==> src/rtl/yutorina_bus_arbiter_mux.sv <==
// yutorina_bus_arbiter_mux: round-robin bus arbiter with active-low grants fused with the master-to-slave bus mux
module yutorina_bus_arbiter_mux #(
  parameter int N_MASTERS = 4,
  parameter int ADDR_W = 30,
  parameter int DATA_W = 32,
  parameter int MAX_HOLD = 0,
  parameter bit REG_OUT = 1'b0,
  localparam int OW = $clog2(N_MASTERS)
) (
  input  logic                        clk,
  input  logic                        reset,
  input  logic [N_MASTERS-1:0]        m_req_,
  input  logic [N_MASTERS*ADDR_W-1:0] m_addr,
  input  logic [N_MASTERS-1:0]        m_as_,
  input  logic [N_MASTERS-1:0]        m_rw,
  input  logic [N_MASTERS*DATA_W-1:0] m_w_data,
  output logic [N_MASTERS-1:0]        m_grnt_,
  output logic [ADDR_W-1:0]           s_addr,
  output logic                        s_as_,
  output logic                        s_rw,
  output logic [DATA_W-1:0]           s_w_data,
  output logic [OW-1:0]               owner,
  output logic                        busy
);
  localparam int HW = MAX_HOLD > 0 ? $clog2(MAX_HOLD + 1) : 1;
  localparam logic [HW-1:0] HOLD_MAX = HW'(MAX_HOLD);
  localparam bit HOLD_EN = MAX_HOLD > 0;
  logic [OW-1:0] last, sel;
  logic [HW-1:0] cnt;
  logic [N_MASTERS-1:0] mask, req, rot;
  logic [2*N_MASTERS-1:0] dbl;
  logic [OW:0] pos, sum;
  logic found, revoke;
  logic [ADDR_W-1:0] addr_c;
  logic [DATA_W-1:0] data_c;
  logic as_c, rw_c;
  // The holder is masked out, so a releasing or revoked master ranks last behind everyone else
  always_comb begin
    mask = busy ? N_MASTERS'(1) << owner : '0;
    req = ~m_req_ & ~mask;
    dbl = {req, req} >> ({1'b0, busy ? owner : last} + (OW+1)'(1));
    rot = dbl[N_MASTERS-1:0];
    found = |rot;
    pos = '0;
    for (int j = N_MASTERS - 1; j >= 0; j--) pos = rot[j] ? (OW+1)'(j) : pos;
    sum = {1'b0, busy ? owner : last} + pos + (OW+1)'(1);
    sel = OW'(sum >= (OW+1)'(N_MASTERS) ? sum - (OW+1)'(N_MASTERS) : sum);
    revoke = HOLD_EN && cnt == HOLD_MAX && found && m_as_[owner];
    m_grnt_ = ~mask;
    addr_c = busy ? m_addr[owner*ADDR_W +: ADDR_W] : '0;
    data_c = busy ? m_w_data[owner*DATA_W +: DATA_W] : '0;
    as_c = busy ? m_as_[owner] : 1'b1;
    rw_c = busy ? m_rw[owner] : 1'b1;
  end
  always_ff @(posedge clk) begin
    if (reset) begin
      busy <= 1'b0;
      owner <= '0;
      last <= OW'(N_MASTERS - 1);
      cnt <= '0;
    end else if (!busy) begin
      busy <= found;
      owner <= found ? sel : owner;
      cnt <= '0;
    end else if (m_req_[owner] || revoke) begin
      last <= owner;
      busy <= found;
      owner <= found ? sel : owner;
      cnt <= '0;
    end else begin
      cnt <= cnt == HOLD_MAX ? cnt : cnt + HW'(1);
    end
  end
  generate
    if (REG_OUT) begin : g_reg
      always_ff @(posedge clk) begin
        if (reset) begin
          s_addr <= '0;
          s_as_ <= 1'b1;
          s_rw <= 1'b1;
          s_w_data <= '0;
        end else begin
          s_addr <= addr_c;
          s_as_ <= as_c;
          s_rw <= rw_c;
          s_w_data <= data_c;
        end
      end
    end else begin : g_comb
      always_comb begin
        s_addr = addr_c;
        s_as_ = as_c;
        s_rw = rw_c;
        s_w_data = data_c;
      end
    end
  endgenerate
endmodule

==> config.mk <==
export PLATFORM = sky130hd
export DESIGN_NAME = yutorina_bus_arbiter_mux
export DESIGN_NICKNAME = d
export VERILOG_FILES = /design/src/rtl/yutorina_bus_arbiter_mux.sv
export SDC_FILE = /design/constraint.sdc
export NUM_CORES = 1
export LEC_CHECK = 0
export BUFFER_PORTS_ARGS = -buffer_cell sky130_fd_sc_hd__clkbuf_2
export CAP_MARGIN = 30
export CORE_AREA = 3 3 128 130
export DETAILED_ROUTE_END_ITERATION = 10
export DIE_AREA = 0 0 131 133
export PLACE_DENSITY_LB_ADDON = 0.3
export SETUP_SLACK_MARGIN = 0.4
export SYNTH_ARGS = -nofsm -noshare
export SYNTH_HDL_FRONTEND = slang
export SYNTH_SLANG_ARGS = --single-unit
==> constraint.sdc <==
create_clock -name clk -period 7 [get_ports clk]
set_input_delay 2.1 -clock clk [delete_from_list [all_inputs] [get_ports clk]]
set_output_delay 2.1 -clock clk [all_outputs]
set_load 0.03 [all_outputs]
=== Word-level counts from Yosys, hierarchy flattened ===
Index checks and enable logic that the tools add are counted.

* Bits in registers: 5
* Bits of input ports: 262
* Output and inout bits: 71
* Logic and storage cells: 42

* $add $sub $neg: 4
* Multiply operators: 1
* Magnitude comparators: 2
* Eq/ne operators: 1
* Shifts and indexed selects: 4
* Multiplexer cells: 22
* Bitwise logic cells: 3
* Reduce and logical (&&, ||, !) cells: 2

{| class="wikitable"
|+ Operators with widths
! kind !! count
|-
| $shiftx 128x8->32 || 1
|-
| $shiftx 120x8->30 || 1
|-
| $mux 32 || 1
|-
| $mux 30 || 1
|-
| $mux 2 || 9
|-
| $not 4->4 || 2
|-
| $shr 8x3->4 || 1
|-
| $mux 1 || 7
|-
| $bmux 1 s2 || 3
|-
| $mul 2x4->6 const B || 1
|-
| $and 4x4->4 || 1
|-
| $mux 4 || 1
|-
| $reduce_or 4->1 || 1
|-
| $shl 1x2->4 const A || 1
|-
| $add 2x1->3 const B || 1
|-
| $add 2x2->3 || 1
|-
| $add 3x1->3 const B || 1
|-
| $ge 3x3->1 const B || 1
|-
| $lt 2x3->1 const B || 1
|-
| $ne 2x1->1 const B || 1
|-
| $reduce_and 2->1 || 1
|-
| $sub 2x1->2 const B || 1
|}

=== Depth between registers and ports, before layout ===
* Depth in word-level cells: 16
* Depth in mapped cells: 10
* Depth with buffers taken out: 9

=== Worst setup path after synthesis ===
No wires, ideal clock.

* Kind: input to output
* From: input m_as_[3]
* To: output s_as_
* Data arrival time: 2821 ps
* Data required time: 4900 ps
* Slack: 2079 ps
* Stages: 2
* Path buffers: 0
* Cell sequence: mux4_2 -> nand2b_1

* Cells in the longest elaborated chain, start to end: 3

{| class="wikitable"
|+ RTL lines
! what !! line !! source
|-
| start, declared || 14 || <nowiki>input logic [N_MASTERS-1:0] m_as_,</nowiki>
|-
| $bmux 1 s2 || 52 || <nowiki>as_c = busy ? m_as_[owner] : 1'b1;</nowiki>
|-
| $mux 1 (implied by the code) || 52 ||
|-
| $mux 1 || 52 ||
|-
| end, declared || 19 || <nowiki>output logic s_as_,</nowiki>
|}

Every way passes these cells. The select of a mux whose other input is x is not followed.

=== Worst setup path in the final report ===
Ends and elaborated chain as after synthesis.

==> reports/qor.csv <==
metric;value;unit
status;complete, no violations;
max-cap viol count;0;
Remaining DRCs;0;
crit-path cells;clkbuf_2, mux4_2, nand2b_1, clkbuf_2;
Setup-failing EPs final;0;
routed wire length;11220;µm
Yosys reg bits;5;
final slew viol count;0;
nets@finish;783;
pre-CTS setup slack;1.875;ns
Final Cycle Share;0.7303;
area fraction of the dominant cell type after synthesis;0.6094;
num rows;45;
synthesized cell area;2402;µm²
most frequent cell after synthesis;mux4_2;
Max clock buf depth;2;
fillcell total;1608;
CTS Hold Bufs;0;
WP data arrival;3.01;ns
WP data required;4.90;ns
Final Critical Period;5.112;ns
RSZ-0062 raised after global routing;false;
Top delay family on crit path;multiplexers;
io pins;333;
Critical-path top delay cell;mux4_2;
final hold violations;0;
CP Max Fanout;1;
TNS Setup;0;ns
vias in the first global route;3508;
Setup Fix Bufs, Post-CTS;0;
post-synth top area cell;mux4_2;
Pwr Density;297.8;nW/µm²
Max Freq;0.1956;GHz
kind of critical path;in -> out;
Initial Utilization;0.1574;
initial drt markers;117;
drt first pass iters;4;
area grow syn2layout;81.41;%
CTS buffer count;3;
CTS tree;yes;
Synth top cells by count;mux4_2, and2_1, clkbuf_1;
global router's overall resource usage;0.1196;
most area-consuming cells after synthesis;mux4_2, and2_1, dfxtp_1;
skew final;0.002447;ns
die area;17420;µm²
Pwr Total;0.001298;W
Leakage Power;2.142;nW
initial antenna violation count;1;
number of inserted diodes;0;
CTS resizes;0;
GP Congestion;0.7873;
hold crit path type;reg -> reg;
Crit. End Element;output pin;
antenna-violating nets left;0;
Buf+Inv Stages, Crit Path;2;
DP Wirelength;9691;µm
worst-skew pair later-pin latency;0.23;ns
IR drop worst, VDD;0.1438;mV
largest net degree at the start of global routing;75;
Vias per Instance;4.390;
slew margin rel.;0.3738;
CP startpoint kind;input pin;
layout cell share with drive strength beyond 1;0.7938;
syn avg cell area;11.78;µm²
Crit path largest cell delay;0.45;ns
Mapped Cells;204;
H-tree depth;1;
Synth Flop Type;dfxtp_1;
Netlist cell types;33;
yosys warns;0;
clk sink count;5;
sequential area share after synthesis;0.04167;
most used cell, CP;clkbuf_2;
ys async rst share;0;
height of the die;133;µm
area of the core;15260;µm²
root buffer cell;clkbuf_16;
Die W;131;µm
gr ovfl total;0;
worst setup slack after layout;1.888;ns
Slew @ Worst Pin;0.9393;ns
EDFF count, synth;0;
via count;3205;
first-pass GRT wire length;16770;µm
wire length per cell;15.37;µm
Post-Syn Nets;467;
port buffer count;332;
CTS clk-pin slew, worst paths;0.03;ns
worst register-to-register path: cells and delay by family (launching register included):
family | cells | cell delay [ns]
mux | 2 | 0.83
compound gates | 4 | 0.54
buf+inv | 1 | 0.53
flops | 1 | 0.35
simple gates | 2 | 0.18
fa+ha+maj | 1 | 0.17
per-stage QoR:
stage                 util  cell area, µm²  std cells  hold WS (ns)
CTS                 0.2856            4358        730        0.5516
global route        0.2856            4358        730        0.5800
detailed placement  0.2804            4279        726        0.5440
finish              0.2856            4358        730        0.5478
floorplan                -            2402        204        0.5813
global placement    0.2786            4252        725        0.5315
cell families after synthesis:
| group | share of synthesized area |
|---|---|
| AO/OA/AOI/OAI | 0.05417 |
| multiplexers | 0.6516 |
| adder cells (fa/ha/maj) | 0.005208 |
| AND/OR/NAND/NOR | 0.2042 |
| buffers and inverters | 0.04323 |
| flip-flops | 0.04167 |
registers in the layout, indices dropped and copies added (netlist names):
| signal | flops |
|---|---|
| owner | 2 |
| last | 2 |
| busy | 1 |
metal layers:
layer / GRT usage / up-vias / wire, µm
li1: - / 1465 / -
met1: 0.1217 / 1534 / 3724
met2: 0.2384 / 193 / 6160
met3: 0.03230 / 11 / 1229
met4: 0.02114 / 2 / 92
met5: 0 / - / 12
report_power, final:
part / total, W / switching [W] / internal (W)
logic: 0.00109 / 0.000543 / 0.000544
registers: 0.000115 / 0.0000738 / 0.0000416
clock network: 0.0000945 / 0.0000190 / 0.0000755
total: 0.00130 / 0.000636 / 0.000662
worst paths after layout:
check,from,endpoint,slack [ns],cells past startpoint
worst min register to register,busy,last[1],0.55,1
worst min-delay path,busy,last[1],0.55,1
worst max register to register,busy,owner[1],4.25,10
worst max-delay path,m_as_[3],s_as_,1.89,4
cells in the final DEF (no fill, tap or decap), types with 2 or more instances in the layout:
cell	instances
a311o_1	2
and2_1	62
a211oi_1	2
mux4_2	65
a21oi_1	5
mux2i_1	2
nand2_1	3
nand2b_1	5
mux2_2	3
buf_4	2
clkbuf_2	332
dfxtp_1	2
nor2_1	6
dfxtp_4	2
clkbuf_16	3
o21ai_0	2
cell type report:
cell class              count  area, µm²  area share
flip-flops and latches      5      108.9     0.02498
inverters                   1      3.754   0.0008613
well taps                 211      264.0     0.06058
multi-input cells         174       2198      0.5045
repair buffers            335       1704      0.3910
clock buffers               4      78.83     0.01809
(Power assumes the default switching activity.)
